===== src/rtl/mux_scan_ctrl_if.sv =====
// Handshake and data bundle between the scan sequencer
// and the environment holding the 16x1 mux.
interface mux_scan_ctrl_if;
  logic        i_start;
  logic        i_continuous;
  logic        i_abort;
  logic        i_mux_out;
  logic [3:0]  o_sel;
  logic        o_busy;
  logic [15:0] o_data;
  logic        o_data_valid;

  modport master (
    input  i_start,
    input  i_continuous,
    input  i_abort,
    input  i_mux_out,
    output o_sel,
    output o_busy,
    output o_data,
    output o_data_valid
  );

  modport slave (
    output i_start,
    output i_continuous,
    output i_abort,
    output i_mux_out,
    input  o_sel,
    input  o_busy,
    input  o_data,
    input  o_data_valid
  );
endinterface


===== src/rtl/mux_scan_ctrl.sv =====
// Steps a 16x1 mux through all channels, lets each settle,
// samples its bit and publishes the 16-bit word.
module mux_scan_ctrl #(
  parameter int unsigned SETTLE_CYC = 2
) (
  input  logic            i_clk,
  input  logic            i_rst_n,
  mux_scan_ctrl_if.master bus
);

  typedef enum logic [1:0] {
    IDLE,
    SETTLE,
    SAMPLE,
    DONE
  } state_t;

  localparam logic [3:0] CNT_LAST =
    4'(SETTLE_CYC - 1);

  state_t      r_state;
  state_t      w_state_nxt;
  logic [3:0]  r_sel;
  logic [3:0]  w_sel_nxt;
  logic [3:0]  r_cnt;
  logic [3:0]  w_cnt_nxt;
  logic [14:0] r_cap;
  logic [14:0] w_cap_nxt;
  logic [15:0] r_data;
  logic [15:0] w_data_nxt;

  always_ff @(posedge i_clk) begin
    if (!i_rst_n) begin
      r_state <= IDLE;
      r_sel   <= '0;
      r_cnt   <= '0;
      r_cap   <= '0;
      r_data  <= '0;
    end else begin
      r_state <= w_state_nxt;
      r_sel   <= w_sel_nxt;
      r_cnt   <= w_cnt_nxt;
      r_cap   <= w_cap_nxt;
      r_data  <= w_data_nxt;
    end
  end

  always_comb begin
    w_state_nxt = r_state;
    w_sel_nxt   = r_sel;
    w_cnt_nxt   = r_cnt;
    w_cap_nxt   = r_cap;
    w_data_nxt  = r_data;
    if (bus.i_abort) begin
      w_state_nxt = IDLE;
      w_sel_nxt   = '0;
      w_cnt_nxt   = '0;
    end else begin
      unique case (r_state)
        IDLE: begin
          if (bus.i_start) begin
            w_state_nxt = SETTLE;
            w_sel_nxt   = '0;
            w_cnt_nxt   = '0;
          end
        end
        SETTLE: begin
          w_cnt_nxt = r_cnt + 4'd1;
          if (r_cnt == CNT_LAST)
            w_state_nxt = SAMPLE;
        end
        SAMPLE: begin
          // Channel 15 exits before the increment, so sel never wraps
          if (r_sel == 4'hF) begin
            w_data_nxt  = {bus.i_mux_out, r_cap};
            w_state_nxt = DONE;
          end else begin
            w_cap_nxt[r_sel] = bus.i_mux_out;
            w_sel_nxt        = r_sel + 4'd1;
            w_cnt_nxt        = '0;
            w_state_nxt      = SETTLE;
          end
        end
        DONE: begin
          if (bus.i_continuous) begin
            w_state_nxt = SETTLE;
            w_sel_nxt   = '0;
            w_cnt_nxt   = '0;
          end else begin
            w_state_nxt = IDLE;
          end
        end
        default: w_state_nxt = IDLE;
      endcase
    end
  end

  assign bus.o_sel        = r_sel;
  assign bus.o_busy       = (r_state != IDLE);
  assign bus.o_data       = r_data;
  assign bus.o_data_valid = (r_state == DONE);

endmodule


===== src/flat_wrapper.sv =====
// flat-port wrapper written by rule: the top's interface ports become plain ports
module mux_scan_ctrl_flat 
#(
  parameter int unsigned SETTLE_CYC = 2
)
  (i_clk, i_rst_n, bus_i_start, bus_i_continuous, bus_i_abort, bus_i_mux_out, bus_o_sel, bus_o_busy, bus_o_data, bus_o_data_valid);
  mux_scan_ctrl_if bus_i ();
  input  logic i_clk;
  input  logic i_rst_n;
  input wire logic [$bits(bus_i.i_start)-1:0] bus_i_start;
  input wire logic [$bits(bus_i.i_continuous)-1:0] bus_i_continuous;
  input wire logic [$bits(bus_i.i_abort)-1:0] bus_i_abort;
  input wire logic [$bits(bus_i.i_mux_out)-1:0] bus_i_mux_out;
  output wire logic [$bits(bus_i.o_sel)-1:0] bus_o_sel;
  output wire logic [$bits(bus_i.o_busy)-1:0] bus_o_busy;
  output wire logic [$bits(bus_i.o_data)-1:0] bus_o_data;
  output wire logic [$bits(bus_i.o_data_valid)-1:0] bus_o_data_valid;
  assign bus_i.i_start = bus_i_start;
  assign bus_i.i_continuous = bus_i_continuous;
  assign bus_i.i_abort = bus_i_abort;
  assign bus_i.i_mux_out = bus_i_mux_out;
  assign bus_o_sel = bus_i.o_sel;
  assign bus_o_busy = bus_i.o_busy;
  assign bus_o_data = bus_i.o_data;
  assign bus_o_data_valid = bus_i.o_data_valid;
  mux_scan_ctrl #(.SETTLE_CYC(SETTLE_CYC)) u_core (.i_clk(i_clk), .i_rst_n(i_rst_n), .bus(bus_i));
endmodule

===== config.mk =====
export PLATFORM = sky130hd
export DESIGN_NAME = mux_scan_ctrl_flat
export DESIGN_NICKNAME = d
export VERILOG_FILES = /design/src/rtl/mux_scan_ctrl_if.sv /design/src/rtl/mux_scan_ctrl.sv /design/src/flat_wrapper.sv
export SDC_FILE = /design/constraint.sdc
export NUM_CORES = 1
export LEC_CHECK = 0
export ABC_AREA = 0
export CAP_MARGIN = 30
export CORE_MARGIN = 2
export CORE_UTILIZATION = 53
export DETAILED_ROUTE_END_ITERATION = 8
export GPL_TIMING_DRIVEN = 0
export PLACE_DENSITY = 0.89
export SYNTH_ARGS = -nofsm -noshare
export SYNTH_HDL_FRONTEND = slang
export SYNTH_SLANG_ARGS = --single-unit
export TNS_END_PERCENT = 20

===== constraint.sdc =====
create_clock -name i_clk -period 2.3 [get_ports i_clk]
set_input_delay 0.345 -clock i_clk [delete_from_list [all_inputs] [get_ports i_clk]]
set_output_delay 0.345 -clock i_clk [all_outputs]
set_load 0.1 [all_outputs]

==> summary.md <==
| Metric | Value |
|---|---|
| Slew Viols, Final | `0` |
| P&R area growth vs syn | `22.4%` |
| CP endpoint kind | `output port` |
| Vias in the first global route | `1408` |
| Final setup vio count | `0` |
| Slew margin rel. | `0.352` |
| CORE AREA | `3360 um2` |
| Multi-input logic area | `931 um2` |
| Post-synth EDFFs | `0` |
| WL per Instance | `12.8 um` |
| Yosys reg bits | `41` |
| Hold Path Origin | `i_rst_n` |
| Cell variety after synth | `30` |
| CTS tree | `built` |
| Ratio of final minimum period to clock period | `0.978` |
| Routed Antenna Nets | `0` |
| Hold Crit Class | `in2reg` |
| Final Hold Viols | `0` |
| Critical-path top delay cell | `clkdlybuf4s50_1` |
| CP startpoint | `u_core.bus.o_sel[1]` |
| Reg2reg setup slack | `0.56 ns` |
| Cell Area, Synth | `1870 um2` |
| Hold EP | `u_core.bus.o_data[8]` |
| Placer Congestion | `0.893` |
| Setup CP Type | `reg2out` |
| Layout Nets | `244` |
| Layout cells sized above 1 | `0.189` |
| Tmin final | `2.25 ns` |
| Global router's overall resource usage | `0.195` |
| Static leakage | `0.869 nW` |
| Vias per cell | `5.34` |
| Worst r2r src | `u_core.bus.o_sel[0]` |
| Routed vias | `1490` |
| Dpl hpwl | `2630 um` |
| Die Y | `63.4 um` |
| Filler Cell Count | `310` |
| Syn Area/Cell | `9.38 um2` |
| Setup Fix Bufs, Post-CTS | `0` |
| Root buffer cell | `clkbuf_4` |
| Largest net degree at the start of global routing | `14` |
| Clk buf depth | `2` |
| CTS hold repair buffers | `0` |
| Pwr dens | `586 nW/um2` |
| Worst Clk Skew | `0.0120 ns` |
| Post-route DRC | `0` |
| Drt total wl | `3570 um` |
| Critical Path, Cell by Cell | `clkdlybuf4s50_1` |
| Slew @ Worst Pin | `0.969 ns` |
| Critical path peak fanout | `6` |
| Synth Instances | `199` |
| Drt first pass iters | `4` |
| Synth Warn # | `0` |
| Final instance area | `2280 um2` |
| Crit start category | `register` |
| WHS Path Cells | `3` |
| Die ar. | `4010 um2` |
| Layout Utilization | `0.679` |
| CP peak stage delay | `1.15 ns` |
| Placed cell area | `2190 um2` |
| Maximum vdd drop | `0.000602 V` |
| CP Data Required Time | `1.96 ns` |
| Status | `finished, final reports clean` |
| Starting Density | `0.555` |
| Sequential area share after synthesis | `0.440` |
| Crit path buf inv count | `1` |
| Clk sinks | `41` |
| Antenna violations before repair | `0` |
| Num rows | `21` |
| Top-level I/O count | `28` |
| DIE WIDTH | `63.4 um` |
| First-pass GRT wire length | `6100 um` |
| Synth Net Count | `211` |
| H-tree Lvls | `2` |
| CTS Buf Count | `5` |
| Detailed Route Iter0 Violations | `55` |
| Port Buf Inserts | `26` |
| Worst skew pair latency | `0.36 ns` |
| Post-synth ARST share | `0` |
| Final Non-Filler Cells | `279` |
| Antenna cells | `0` |
| Worst flop-to-flop path endpoint | `u_core.bus.o_data[1]` |
| Worst hold slack | `0.431 ns` |
| Placed cell count | `271` |
| GRT overflow | `0` |
| Setup TNS | `0 ns` |
| RSZ-0062 raised after global routing | `no` |
| Max cap viols | `0` |
| Max Freq | `445 MHz` |
| R2R depth | `7` |
| Clk slew on worst S/H paths | `0.12 ns` |
| Worst Path Arrival | `1.90 ns` |
| Register Area | `823 um2` |
| Synth Flop Type | `dfxtp_1` |
| CP top delay family | `buffers and inverters` |
[tightest hold or removal path, stage by stage]
cell	delay (ns)
clkbuf_1	0.20
nand2_1	0.16
o21ai_2	0.05
[cell usage after synthesis, types with 4 or more instances]
cell,n,share of area
dfxtp_1,41,0.44
nand3_1,32,0.086
nand2_1,26,0.052
o21ai_2,16,0.075
mux2i_1,13,0.070
nor2_1,10,0.020
a21oi_1,7,0.019
ha_1,6,0.040
nand3_2,5,0.027
nor2b_1,5,0.017
o21ai_0,5,0.013
inv_1,4,0.0080
[layout by cell type, fill, tap and decap left out, types with 4 or more instances in the layout]
cell type	count
nand2_1	26
o21ai_0	5
nor2_1	10
nand3_1	32
dfxtp_1	39
clkdlybuf4s50_1	21
a21oi_1	7
ha_1	6
o21ai_2	16
nor2b_1	5
mux2i_1	13
clkbuf_4	5
nand3_2	5
inv_1	4
[layout make-up]
cell class                 count  share of cell area
clock inverter                 3              0.0285
multi-input combinational    143               0.407
clock buffer                   5              0.0164
inverter                       4             0.00657
buffer                        11              0.0438
tap                           46              0.0252
timing repair buffer          26               0.112
sequential                    41               0.360
[layer usage]
metal / up-vias / part of all wire / wire length (um) / GRT usage
met3: 6 / 0.050 / 179 / 0.0696
li1: 760 / - / - / -
met5: - / 0 / 0 / 0
met4: 0 / 0.013 / 48 / 0.0652
met1: 694 / 0.44 / 1570 / 0.223
met2: 30 / 0.49 / 1770 / 0.337
[repair_timing]
action	CTS	global route
endpoints found under the setup margin	4	3
cloned	0	0
hold endpoints to repair	0	0
pin swaps	0	0
resized for setup	4	4
[power breakdown]
part | switching (W) | internal, W
logic | 0.0000365 | 0.0000176
registers | 0.00000319 | 0.000711
clock network | 0.000233 | 0.000336
total | 0.000273 | 0.00107
[sequential cells by signal (all words and copies together), names as in the netlist]
register	cells
u_core.bus.o_data	16
u_core.r_cap	15
u_core.bus.o_sel	4
u_core.r_state	2
u_core.r_cnt	4
[metrics by stage]
stage          power [W]  setup WS, ns
6_report         0.00134        0.0512
3_3_place_gp    0.000784         0.177
3_5_place_dp    0.000785         0.174
5_1_grt          0.00139       0.00186
2_1_floorplan   0.000766         0.175
4_1_cts          0.00135        0.0221
[worst max path at each step]
stage,end,slack [ns],cells past startpoint
after floorplan,u_core.bus.o_data[0],0.17,6
after global placement,bus_o_data_valid,0.18,2
after detailed placement,bus_o_data_valid,0.17,2
after CTS,bus_o_sel[0],0.02,1
after global routing,bus_o_sel[1],0.002,1
final,bus_o_sel[1],0.05,1
[logic make-up (layout without fill, tap and decap cells)]
| logic type | count (synthesis) | count (layout) | share of synthesized area |
|---|---|---|---|
| AND/OR/NAND/NOR | 87 | 87 | 0.243 |
| flip-flops | 41 | 41 | 0.440 |
| AO/OA/AOI/OAI | 37 | 37 | 0.145 |
| buffers and inverters | 15 | 49 | 0.0617 |
| multiplexers | 13 | 13 | 0.0697 |
| adder cells (fa/ha/maj) | 6 | 6 | 0.0402 |
Note: power is estimated with default switching activity, not from simulation.
